--- config.mk ---
export PLATFORM = sky130hd
export DESIGN_NAME = register_file_module_flat
export DESIGN_NICKNAME = d
export VERILOG_FILES = /design/src/rtl/register_file_module_if.sv /design/src/rtl/register_file_module.sv /design/src/flat_wrapper.sv
export SDC_FILE = /design/constraint.sdc
export NUM_CORES = 1
export LEC_CHECK = 0
export CAP_MARGIN = 20
export CORE_MARGIN = 4
export CORE_UTILIZATION = 40
export CTS_BUF_LIST = sky130_fd_sc_hd__clkbuf_16
export CTS_CLUSTER_DIAMETER = 80
export CTS_CLUSTER_SIZE = 16
export DETAILED_ROUTE_END_ITERATION = 8
export REMOVE_ABC_BUFFERS = 1
export SLEW_MARGIN = 10
export SYNTH_ARGS = -nofsm -noshare
export SYNTH_HDL_FRONTEND = slang
export SYNTH_SLANG_ARGS = --single-unit
--- constraint.sdc ---
create_clock -name clk -period 2 [get_ports clk]
set_input_delay 0.4 -clock clk [delete_from_list [all_inputs] [get_ports clk]]
set_output_delay 0.4 -clock clk [all_outputs]
set_load 0.05 [all_outputs]
--- src/rtl/register_file_module_if.sv ---
// -----------------------------------------------------------------------------
// register_file_module_if
// Bus bundle between the ALU/controller and the register file.
//   save        write enable, sampled on the rising clock edge
//   wr_addr     write address
//   alu_out     write data (ALU result)
//   rd_addr_a   read port A address
//   rd_addr_b   read port B address
//   data_out_a  read port A data (registered, 1-cycle latency)
//   data_out_b  read port B data (registered, 1-cycle latency)
//   clear       sweep-clear request
//   busy        high while a sweep-clear is running
// Modports: master = controller side, slave = register file side.
// -----------------------------------------------------------------------------
interface register_file_module_if #(
   parameter int WIDTH  = 8,
   parameter int ADDR_W = 3
);
   logic              save;
   logic [ADDR_W-1:0] wr_addr;
   logic [WIDTH-1:0]  alu_out;
   logic [ADDR_W-1:0] rd_addr_a;
   logic [ADDR_W-1:0] rd_addr_b;
   logic [WIDTH-1:0]  data_out_a;
   logic [WIDTH-1:0]  data_out_b;
   logic              clear;
   logic              busy;

   modport master (
      output save, wr_addr, alu_out, rd_addr_a, rd_addr_b, clear,
      input  data_out_a, data_out_b, busy
   );

   modport slave (
      input  save, wr_addr, alu_out, rd_addr_a, rd_addr_b, clear,
      output data_out_a, data_out_b, busy
   );
endinterface

--- src/rtl/register_file_module.sv ---
// -----------------------------------------------------------------------------
// register_file_module
// DEPTH x WIDTH register file written from the ALU result bus, with two
// registered read ports feeding the ALU operands and a hardware sweep-clear
// that zeroes every entry (one per cycle) without a full reset.
//
// Ports:
//   clk    rising-edge clock
//   reset  asynchronous, active-low reset (clears entries, outputs, FSM)
//   bus    register_file_module_if.slave (save/wr_addr/alu_out write port,
//          rd_addr_a/b -> data_out_a/b read ports, clear request, busy)
//
// Optional feature macro: REGFILE_BYPASS_EN
//   defined   : a read of the entry being written returns the new data, and a
//               read of the entry being swept returns zero, on the same edge.
//   undefined : reads are read-before-write; no forwarding logic exists.
// -----------------------------------------------------------------------------
module register_file_module #(
   parameter int WIDTH  = 8,
   parameter int DEPTH  = 8,
   parameter int ADDR_W = 3
) (
   input logic                   clk,
   input logic                   reset,
   register_file_module_if.slave bus
);

   typedef enum logic {
      IDLE  = 1'b0,
      CLEAR = 1'b1
   } state_t;

   state_t            state;
   logic [ADDR_W-1:0] ptr;
   logic              busy_r;
   logic [WIDTH-1:0]  mem [DEPTH];
   logic [WIDTH-1:0]  data_a;
   logic [WIDTH-1:0]  data_b;
   logic [WIDTH-1:0]  next_a;
   logic [WIDTH-1:0]  next_b;
   logic              wr_ok;

   // A write is only taken in IDLE, and a simultaneous clear request wins.
   assign wr_ok = (state == IDLE) && bus.save && !bus.clear;

   always_comb begin
      next_a = mem[bus.rd_addr_a];
      next_b = mem[bus.rd_addr_b];
`ifdef REGFILE_BYPASS_EN
      // Present the value the entry will hold after this edge.
      if (wr_ok && (bus.rd_addr_a == bus.wr_addr)) begin
         next_a = bus.alu_out;
      end else if ((state == CLEAR) && (bus.rd_addr_a == ptr)) begin
         next_a = '0;
      end
      if (wr_ok && (bus.rd_addr_b == bus.wr_addr)) begin
         next_b = bus.alu_out;
      end else if ((state == CLEAR) && (bus.rd_addr_b == ptr)) begin
         next_b = '0;
      end
`endif
   end

   always_ff @(posedge clk or negedge reset) begin
      if (!reset) begin
         for (int i = 0; i < DEPTH; i++) begin
            mem[i] <= '0;
         end
         data_a <= '0;
         data_b <= '0;
         state  <= IDLE;
         ptr    <= '0;
         busy_r <= 1'b0;
      end else begin
         // Read ports update every edge, including during a sweep.
         data_a <= next_a;
         data_b <= next_b;

         case (state)
            IDLE: begin
               if (bus.clear) begin
                  state  <= CLEAR;
                  ptr    <= '0;
                  busy_r <= 1'b1;
               end else if (wr_ok) begin
                  mem[bus.wr_addr] <= bus.alu_out;
               end
            end
            CLEAR: begin
               // save and clear are both ignored here; only the sweep writes.
               mem[ptr] <= '0;
               ptr      <= ptr + 1'b1;
               // The pointer wraps to 0 on the same edge the sweep finishes.
               if (ptr == ADDR_W'(DEPTH - 1)) begin
                  state  <= IDLE;
                  busy_r <= 1'b0;
               end
            end
            default: begin
               state  <= IDLE;
               busy_r <= 1'b0;
            end
         endcase
      end
   end

   assign bus.data_out_a = data_a;
   assign bus.data_out_b = data_b;
   assign bus.busy       = busy_r;

endmodule
--- src/flat_wrapper.sv ---
// flat-port wrapper written by rule: the top's interface ports become plain ports
module register_file_module_flat 
#(
   parameter int WIDTH  = 8,
   parameter int DEPTH  = 8,
   parameter int ADDR_W = 3
)
  (clk, reset, bus_save, bus_wr_addr, bus_alu_out, bus_rd_addr_a, bus_rd_addr_b, bus_clear, bus_data_out_a, bus_data_out_b, bus_busy);
  register_file_module_if #(.WIDTH(WIDTH), .ADDR_W(ADDR_W)) bus_i ();
  input logic clk;
  input logic reset;
  input wire logic [$bits(bus_i.save)-1:0] bus_save;
  input wire logic [$bits(bus_i.wr_addr)-1:0] bus_wr_addr;
  input wire logic [$bits(bus_i.alu_out)-1:0] bus_alu_out;
  input wire logic [$bits(bus_i.rd_addr_a)-1:0] bus_rd_addr_a;
  input wire logic [$bits(bus_i.rd_addr_b)-1:0] bus_rd_addr_b;
  input wire logic [$bits(bus_i.clear)-1:0] bus_clear;
  output wire logic [$bits(bus_i.data_out_a)-1:0] bus_data_out_a;
  output wire logic [$bits(bus_i.data_out_b)-1:0] bus_data_out_b;
  output wire logic [$bits(bus_i.busy)-1:0] bus_busy;
  assign bus_i.save = bus_save;
  assign bus_i.wr_addr = bus_wr_addr;
  assign bus_i.alu_out = bus_alu_out;
  assign bus_i.rd_addr_a = bus_rd_addr_a;
  assign bus_i.rd_addr_b = bus_rd_addr_b;
  assign bus_i.clear = bus_clear;
  assign bus_data_out_a = bus_i.data_out_a;
  assign bus_data_out_b = bus_i.data_out_b;
  assign bus_busy = bus_i.busy;
  register_file_module #(.WIDTH(WIDTH), .DEPTH(DEPTH), .ADDR_W(ADDR_W)) u_core (.clk(clk), .reset(reset), .bus(bus_i));
endmodule
# == Word level (Yosys, flattened, before mapping) ==
# Index checks and enable logic that the tools add are counted.
# op_classes
reduce_logical,7
add_sub_neg,1
bitwise,7
n_mux,22
magnitude_cmp,6
eq_ne,5
# op_table
operator,n
64-bit two-way mux,2
64-bit one-hot mux with 2 select lines,1
64-bit AND,1
64-bit bitwise mux,1
64-bit NOT,1
8-bit binary-select mux with 3-bit select,2
8-bit demux with 3-bit select,2
8-bit two-way mux,6
"4-bit greater-or-equal comparator, second input constant",4
3-bit NOT with 4-bit output,4
"4-bit by 1-bit < comparator with 1-bit output, second input constant",2
"2-bit != test, second input constant",3
3-bit one-hot mux with 2 select lines,1
1-bit logical AND,4
1-bit two-way mux,4
1-bit one-hot mux with 2 select lines,2
2-bit AND reduction,2
"3-bit by 1-bit adder with 3-bit output, second input constant",1
"3-bit == test, second input constant",1
3-bit two-way mux,1
"2-bit by 1-bit != test with 1-bit output, second input constant",1
1-bit logical NOT,1
1-bit NOT,1
# word_totals
register_bits,85
out_inout_bits,17
word_cells,61

# == Logic depth before layout (Yosys ltp) ==
# Gate-level depths: netlist of run 1.
# depth
depth_word,9
mapped_depth,5
ltp_nobuf,3

# == Least setup slack after synthesis of run 1 ==
# OpenSTA, ideal clock, no wires.
# synth_path
kind,input-to-reg
from,in bus_rd_addr_a[0]
to,reg u_core.data_a[0] (netlist: u_core.bus.data_out_a[0])
required_time_ns,1.875
path_buffers,2
setup_slack_ns,0.189
arrival_ns,1.686
cell_stages,4
path_cell_list,buf_2 -> buf_2 -> mux4_2 -> mux2_2
# synth_between
elab_chain_cells,4
# synth_lines
element,line,source
"start, declared",flat_wrapper.sv:15,input wire logic [$bits(bus_i.rd_addr_a)-1:0] bus_rd_addr_a;
3-bit NOT with 4-bit output (implied by the code),register_file_module.sv:47,next_a = mem[bus.rd_addr_a];
8-bit binary-select mux with 3-bit select,register_file_module.sv:47,
8-bit two-way mux (implied by the code) (2 in a row),register_file_module.sv:47,
named net u_core.next_a[0],register_file_module.sv:39,logic [WIDTH-1:0] next_a;
"end signal, assigned",register_file_module.sv:76,data_a <= next_a;
"end, declared",register_file_module.sv:37,logic [WIDTH-1:0] data_a;
# The timed path passes the listed nets, and every way through them passes these cells. The select of a mux whose other input is x is not followed.
# A chain may end at the register's enable or synchronous reset.

# == Worst setup path after layout of run 1 ==
# layout_path
from,reg u_core.busy_r (netlist: u_core.bus.busy)
to,out bus_busy
# layout_lines
element,line,source
"start, declared",register_file_module.sv:35,logic busy_r;
"start signal, assigned",register_file_module.sv:73,busy_r <= 1'b0;
"start signal, assigned",register_file_module.sv:84,busy_r <= 1'b1;
"start signal, assigned",register_file_module.sv:96,busy_r <= 1'b0;
"end, declared",flat_wrapper.sv:20,output wire logic [$bits(bus_i.busy)-1:0] bus_busy;
# No word-level cell between the ends.

==> qor.txt, run 1 <==
status -> completed
CP arrival -> 1.50 ns
vias -> 2835
synthesized area -> 0.004298 mm²
setup_tns -> 0 ns
Initial Util -> 0.4126
crit end category -> primary output
Critical Path Max Stage Delay -> 0.81 ns
DRT iter0 DRCs -> 111
layout cells sized above 1 -> 0.2591
nets@finish -> 405
post-route DRC violation count -> 0
worst slack, placed -> -0.06050 ns
RSZ-0062 raised after global routing -> false
syn_area_per_cell -> 13.35 µm²
H-tree levels -> 3
CP bufs+invs -> 1
die height -> 111.7 µm
DRT Pass-1 Iters -> 4
cell count after synthesis -> 322
Area after DPL -> 0.005087 mm²
GP Congestion -> 0.7487
delay-heaviest family, CP -> buffers and inverters
GRT overflow -> 0
Root Driver -> clkbuf_16
synth-to-layout area growth -> 24.83%
cells along the critical path -> clkdlybuf4s50_1
Worst Hold Class -> in -> async
Slew Viols, Final -> 0
Clock Sinks -> 85
total CTS buffers -> 9
GR Util All Layers -> 0.1791
vias in the first global route -> 3016
post-synthesis sequential area ratio -> 0.4949
post-synth cell types -> 28
largest net degree at the start of global routing -> 36
Placeable Area -> 0.01042 mm²
Critical Path Start Type -> flop
CP Class -> reg -> out
I/O pin count -> 38
Final Util -> 0.5151
maxcap violations -> 0
Vias/cell -> 5.431
Clk Latency, worst-skew pair -> 0.33 ns
final antenna-violating net count -> 0
count of input and output buffers -> 37
CP required -> 1.60 ns
Levels on crit path -> 1
worst ir drop on vdd -> 0.0007298 V
Power Total -> 6.190 mW
Layout Skew -> 0.005386 ns
synthesized flop and latch total -> 85
global-route wire length before repair -> 17170 µm
DR WL/cell -> 20.21 µm
Tmin final -> 1.904 ns
worst r2r path cells -> 3
FP Rows -> 37
worst-case clock buffer depth -> 2
crit share post-route -> 0.9519
CP Max Fanout -> 3
Leak -> 2.370 nW
die width -> 111.7 µm
ant diodes -> 0
Max Clock Freq -> 525.3 MHz
initial antenna violation count -> 0
final setup vio count -> 0
final hold viol count -> 0
slowest CP cell -> clkdlybuf4s50_1
post-route cell area -> 0.005365 mm²
CTS tree -> done
die area -> 0.01247 mm²
Worst Setup Slack, final -> 0.09620 ns
worst slew pin tran -> 0.5459 ns
Post-Route WL -> 10550 µm
post-CTS sizing -> 0
Reg clk slew, reported paths -> 0.07 ns
Yosys Warn Count -> 0
pwr/cell area -> 1154 mW/mm²
HPWL after detailed placement -> 7180 µm
relative slew slack -> 0.6340
repair_timing:
| action | in CTS | in global routing |
|---|---|---|
| endpoints found under the hold margin | 24 | 0 |
| buffers inserted | 0 | 0 |
| hold buffers | 1 | 0 |
| setup endpoints to repair | 0 | 0 |
worst paths after layout:
path | end | startpoint | slack (ns)
min reg2reg | u_core.mem[8] | u_core.mem[8] | 0.54
min | u_core.bus.data_out_b[6] | reset | 0.51
min in group clk | u_core.mem[8] | u_core.mem[8] | 0.54
max reg2reg | u_core.mem[29] | u_core.ptr[2] | 0.30
max in group asynchronous | u_core.bus.data_out_b[1] | reset | 0.92
max | bus_busy | u_core.bus.busy | 0.1
sequential cells by signal (all words and copies together) (netlist names):
signal and cells:
u_core.mem 64, u_core.bus.data_out_a 8, u_core.bus.data_out_b 8, u_core.ptr 3, u_core.bus.busy 1, u_core.state 1
power by group:
part	switching, mW	leakage, nW	internal (mW)
sequential	0.410	1.16	2.22
clock	0.678	0.130	0.833
combinational	1.11	1.08	0.946
total	2.20	2.37	3.99
cell families (layout without fill, tap and decap cells):
family | after synthesis | count (layout) | share of synthesized area
AOI/OAI and AO/OA | 4 | 4 | 0.006696
adders and majority gates | 3 | 3 | 0.008735
buffers and inverters | 29 | 93 | 0.02795
DFF | 85 | 85 | 0.4949
muxes | 113 | 113 | 0.3613
and+or+nand+nor | 88 | 88 | 0.1004
per-layer routing:
layer  global-route usage  wire length [µm]
met2               0.2790              5105
met3              0.03804               488
met5                    0                 0
met1               0.2609              4848
met4              0.03731               106
cell type report:
class | instances | area [µm²]
Timing Repair Buffer | 68 | 715.7
Clock buffer | 9 | 225.2
Clock inverter | 7 | 42.54
Fill cell | 915 | 5051
Inverter | 9 | 33.78
Sequential cell | 85 | 2127
Multi-Input combinational cell | 208 | 2051
Tap cell | 136 | 170.2
synth_stat cells:
cell type / count / share of area
mux4_2: 32 / 0.17
a21oi_1: 1 / 0.0012
o22ai_1: 1 / 0.0015
or3_1: 1 / 0.0015
buf_2: 8 / 0.0093
nand3b_1: 1 / 0.0017
nand2b_1: 1 / 0.0015
clkbuf_2: 1 / 0.0012
nand3_1: 2 / 0.0023
nand4bb_1: 2 / 0.0052
mux2i_1: 64 / 0.15
clkbuf_1: 8 / 0.0070
a22o_1: 2 / 0.0041
or4bb_1: 1 / 0.0026
inv_1: 9 / 0.0079
nand4_1: 1 / 0.0015
mux2_2: 17 / 0.045
nand2_1: 65 / 0.057
nor3b_1: 1 / 0.0017
or4b_1: 1 / 0.0023
nor2_2: 4 / 0.0058
nor3_4: 2 / 0.0076
ha_1: 3 / 0.0087
buf_1: 3 / 0.0026
nand4b_1: 3 / 0.0061
dfrtp_1: 85 / 0.49
nor2_1: 2 / 0.0017
or3b_1: 1 / 0.0020
stage by stage:
step | hold WS [ns] | cells
4_1_cts | 0.5252 | 522
2_1_floorplan | 0.1044 | 302
6_report | 0.5149 | 522
3_3_place_gp | 0.3364 | 505
3_5_place_dp | 0.3414 | 505
5_1_grt | 0.5391 | 522
layout by cell type (no fill, tap or decap), types with 2 or more instances in the layout:
master	synthesis	layout
a22o_1	2	2
mux2i_1	64	64
nand3_1	2	2
clkinv_1	0	2
ha_1	3	3
buf_12	0	9
nor2_1	2	2
nand4b_1	3	3
clkdlybuf4s50_1	0	36
inv_1	9	9
nor2_2	4	4
buf_4	0	22
mux4_2	32	32
clkinv_2	0	2
nor3_4	2	2
dfrtp_1	85	85
nand4bb_1	2	2
mux2_2	17	17
nand2_1	65	65
clkbuf_16	0	9
clkinv_4	0	2
(Power assumes the default switching activity.)
==> inputs of run 2 (changes only) <==
- CELL_PAD_IN_SITES_DETAIL_PLACEMENT: unset -> 1
- CELL_PAD_IN_SITES_GLOBAL_PLACEMENT: unset -> 1
- CORE_ASPECT_RATIO: unset -> 1.2
- PLACE_DENSITY_LB_ADDON: unset -> 0.1
==> run 2 against run 1 <==
Net effect:
- global-route usage increased by 2.7 points
- worst hold slack got worse by 0.51 ns
- combinational power rose by 2%
- setup slack got worse by 0.024 ns
- critical path depth did not move
- sequential power about the same
- core utilization down 0.49 points
- die area barely moved
- largest cell class unchanged
==> qor.txt, run 2 (same netlist as run 1, synthesis figures left out) <==
status -> completed
crit share post-route -> 0.9637 (+0.01176)
global-route track usage on met3 -> 0.03436 (-0.003679)
met2 usage -> 0.3453 (+0.06634)
Power Total -> 6.279 mW (+1.4%)
slowest CP cell -> clkdlybuf4s50_1
layout cells sized above 1 -> 0.2500 (-0.009067)
GP Congestion -> 0.7432 (-0.73%)
Worst Hold Class -> in -> async
fillcell total -> 1053 (+15%)
R2R Path End -> u_core.mem[59]
Leak -> 2.382 nW (+0.50%)
number of flip-flops in the largest register -> 64 (unchanged)
hold bufs inserted after CTS -> 0 (-1)
CP bufs+invs -> 1 (unchanged)
GR Util All Layers -> 0.2056 (+0.02653)
Placeable Area -> 0.01052 mm² (+0.96%)
die height -> 121.6 µm (+8.9%)
# Post-CTS Setup Buffers -> 0 (unchanged)
met1 Usage GRT -> 0.2656 (+0.004753)
cells along the critical path -> clkdlybuf4s50_1
synth-to-layout area growth -> 24.83% (unchanged)
DR WL/cell -> 22.45 µm (+11%)
CP arrival -> 1.53 ns (+0.03 ns)
Root Driver -> clkbuf_16
initial antenna violation count -> 0 (unchanged)
busiest grt layer -> met2
HPWL after detailed placement -> 7943 µm (+11%)
Net Sw Frac -> 0.3441 (-0.01057)
GRT overflow -> 0 (unchanged)
Initial Util -> 0.4087 (-0.003927)
Tmin final -> 1.927 ns (+0.02352 ns)
ant diodes -> 0 (unchanged)
Layout Skew -> 0.005197 ns (-0.0001898 ns)
commonest non-fill, non-tap cell in the layout -> dfrtp_1
total CTS buffers -> 9 (unchanged)
Vias/cell -> 5.606 (+3.2%)
Clock Power Share -> 0.251 (+0.007)
count of input and output buffers -> 37 (unchanged)
H-tree levels -> 3 (unchanged)
Post-Route WL -> 11520 µm (+9.2%)
die area -> 0.01247 mm² (about the same)
CP Class -> reg -> out
most frequent cells in the layout -> dfrtp_1, nand2_1, mux2i_1
worst-case clock buffer depth -> 2 (unchanged)
post-route DRC violation count -> 0 (unchanged)
final setup vio count -> 0 (unchanged)
pwr/cell area -> 1170 mW/mm² (+1.4%)
vias -> 2876 (+1.4%)
Clk Latency, worst-skew pair -> 0.34 ns (about the same)
worst ir drop on vdd -> 0.0007610 V (+4.3%)
Slew Viols, Final -> 0 (unchanged)
setup_tns -> 0 ns (unchanged)
sequential share of power -> 0.416 (-0.008)
DRT iter0 DRCs -> 86 (-23%)
R2R Path Start -> u_core.state
RSZ-0062 raised after global routing -> false
Critical Path Max Stage Delay -> 0.82 ns (about the same)
maxcap violations -> 0 (unchanged)
crit end category -> primary output
FP Rows -> 41 (+11%)
origin of the worst setup path -> u_core.bus.busy
global-route wire length before repair -> 18310 µm (+6.6%)
Reg clk slew, reported paths -> 0.06 ns (about the same)
largest register by flop count -> u_core.mem
die width -> 102.6 µm (-8.1%)
Critical Path Start Type -> flop
hold_ws -> 0.001820 ns (-0.5131 ns)
largest net degree at the start of global routing -> 40 (+11%)
delay-heaviest family, CP -> buffers and inverters
I/O pin count -> 38 (unchanged)
Internal -> 4.118 mW (+3.1%)
R2R Setup Slk -> 0.24 ns (-0.06 ns)
CP required -> 1.60 ns (about the same)
worst r2r path cells -> 4 (+1)
Clock Sinks -> 85 (unchanged)
nets@finish -> 404 (-0.25%)
Max Clock Freq -> 518.9 MHz (-1.2%)
post-CTS sizing -> 0 (unchanged)
vias in the first global route -> 3150 (+4.4%)
relative slew slack -> 0.6598 (+0.02580)
final hold viol count -> 0 (unchanged)
final antenna-violating net count -> 0 (unchanged)
CP Max Fanout -> 3 (unchanged)
DRT Pass-1 Iters -> 4 (unchanged)
worst slew pin tran -> 0.5087 ns (-0.03718 ns)
Logic pwr share -> 0.333 (about the same)
Net Switching -> 2.161 mW (-1.6%)
CTS tree -> done
[run 2: cell types whose count changed in the layout (fill, tap and decap cells not counted), sizes merged]
cell / previous run / this run
bufinv: 0 / 1
clkinv: 6 / 2
clkinvlp: 1 / 0
dlygate4sd3: 1 / 0
inv: 9 / 12
[run 2: cell type report]
class | count | area (µm²) | area share
Timing Repair Buffer | 67 | 718.2 | 0.1339
Tap cell | 129 | 161.4 | 0.03008
Multi-Input combinational cell | 208 | 2051 | 0.3822
Clock buffer | 9 | 225.2 | 0.04198
Inverter | 9 | 33.78 | 0.006297
Sequential cell | 85 | 2127 | 0.3965
Clock inverter | 6 | 48.80 | 0.009095
[run 2: worst max-delay path by stage]
stage | cells past startpoint | end
detailed placement | 4 | u_core.bus.data_out_b[3]
global route | 1 | bus_busy
finish | 1 | bus_busy
global placement | 4 | u_core.bus.data_out_b[3]
floorplan | 3 | u_core.mem[48]
CTS | 1 | bus_busy
[run 2: layer usage]
| layer | vias up | routed length, µm |
|---|---|---|
| met4 | 0 | 260 |
| met2 | 45 | 6053 |
| met1 | 1529 | 4916 |
| met5 | - | 0 |
| li1 | 1283 | - |
| met3 | 19 | 289 |
[run 2: power by group through the flow]
| stage | clock, mW | combinational, mW | sequential (mW) |
|---|---|---|---|
| floorplan | 0 | 0.963 | 2.90 |
| global placement | 0 | 2.06 | 2.61 |
| detailed placement | 0 | 2.12 | 2.65 |
| CTS | 1.62 | 2.13 | 2.62 |
| global route | 1.68 | 2.29 | 2.70 |
| finish | 1.57 | 2.09 | 2.61 |
[run 2: stage by stage]
stage	area [µm²]	std cells	worst slack, ns	util
finish	5365	513	0.07268	0.5102
global route	5365	513	0.02483	0.5102
CTS	5365	513	0.05373	0.5102
detailed placement	5091	498	-0.06855	0.4841
global placement	5091	498	-0.05235	0.4841
floorplan	4212	302	0.3451	-
==> inputs of run 3 (changes only) <==
- CTS_CLUSTER_DIAMETER: 80 -> 120
==> results of run 3 <==
Same layout as run 2: the final DEF is identical, and so are final timing and power.
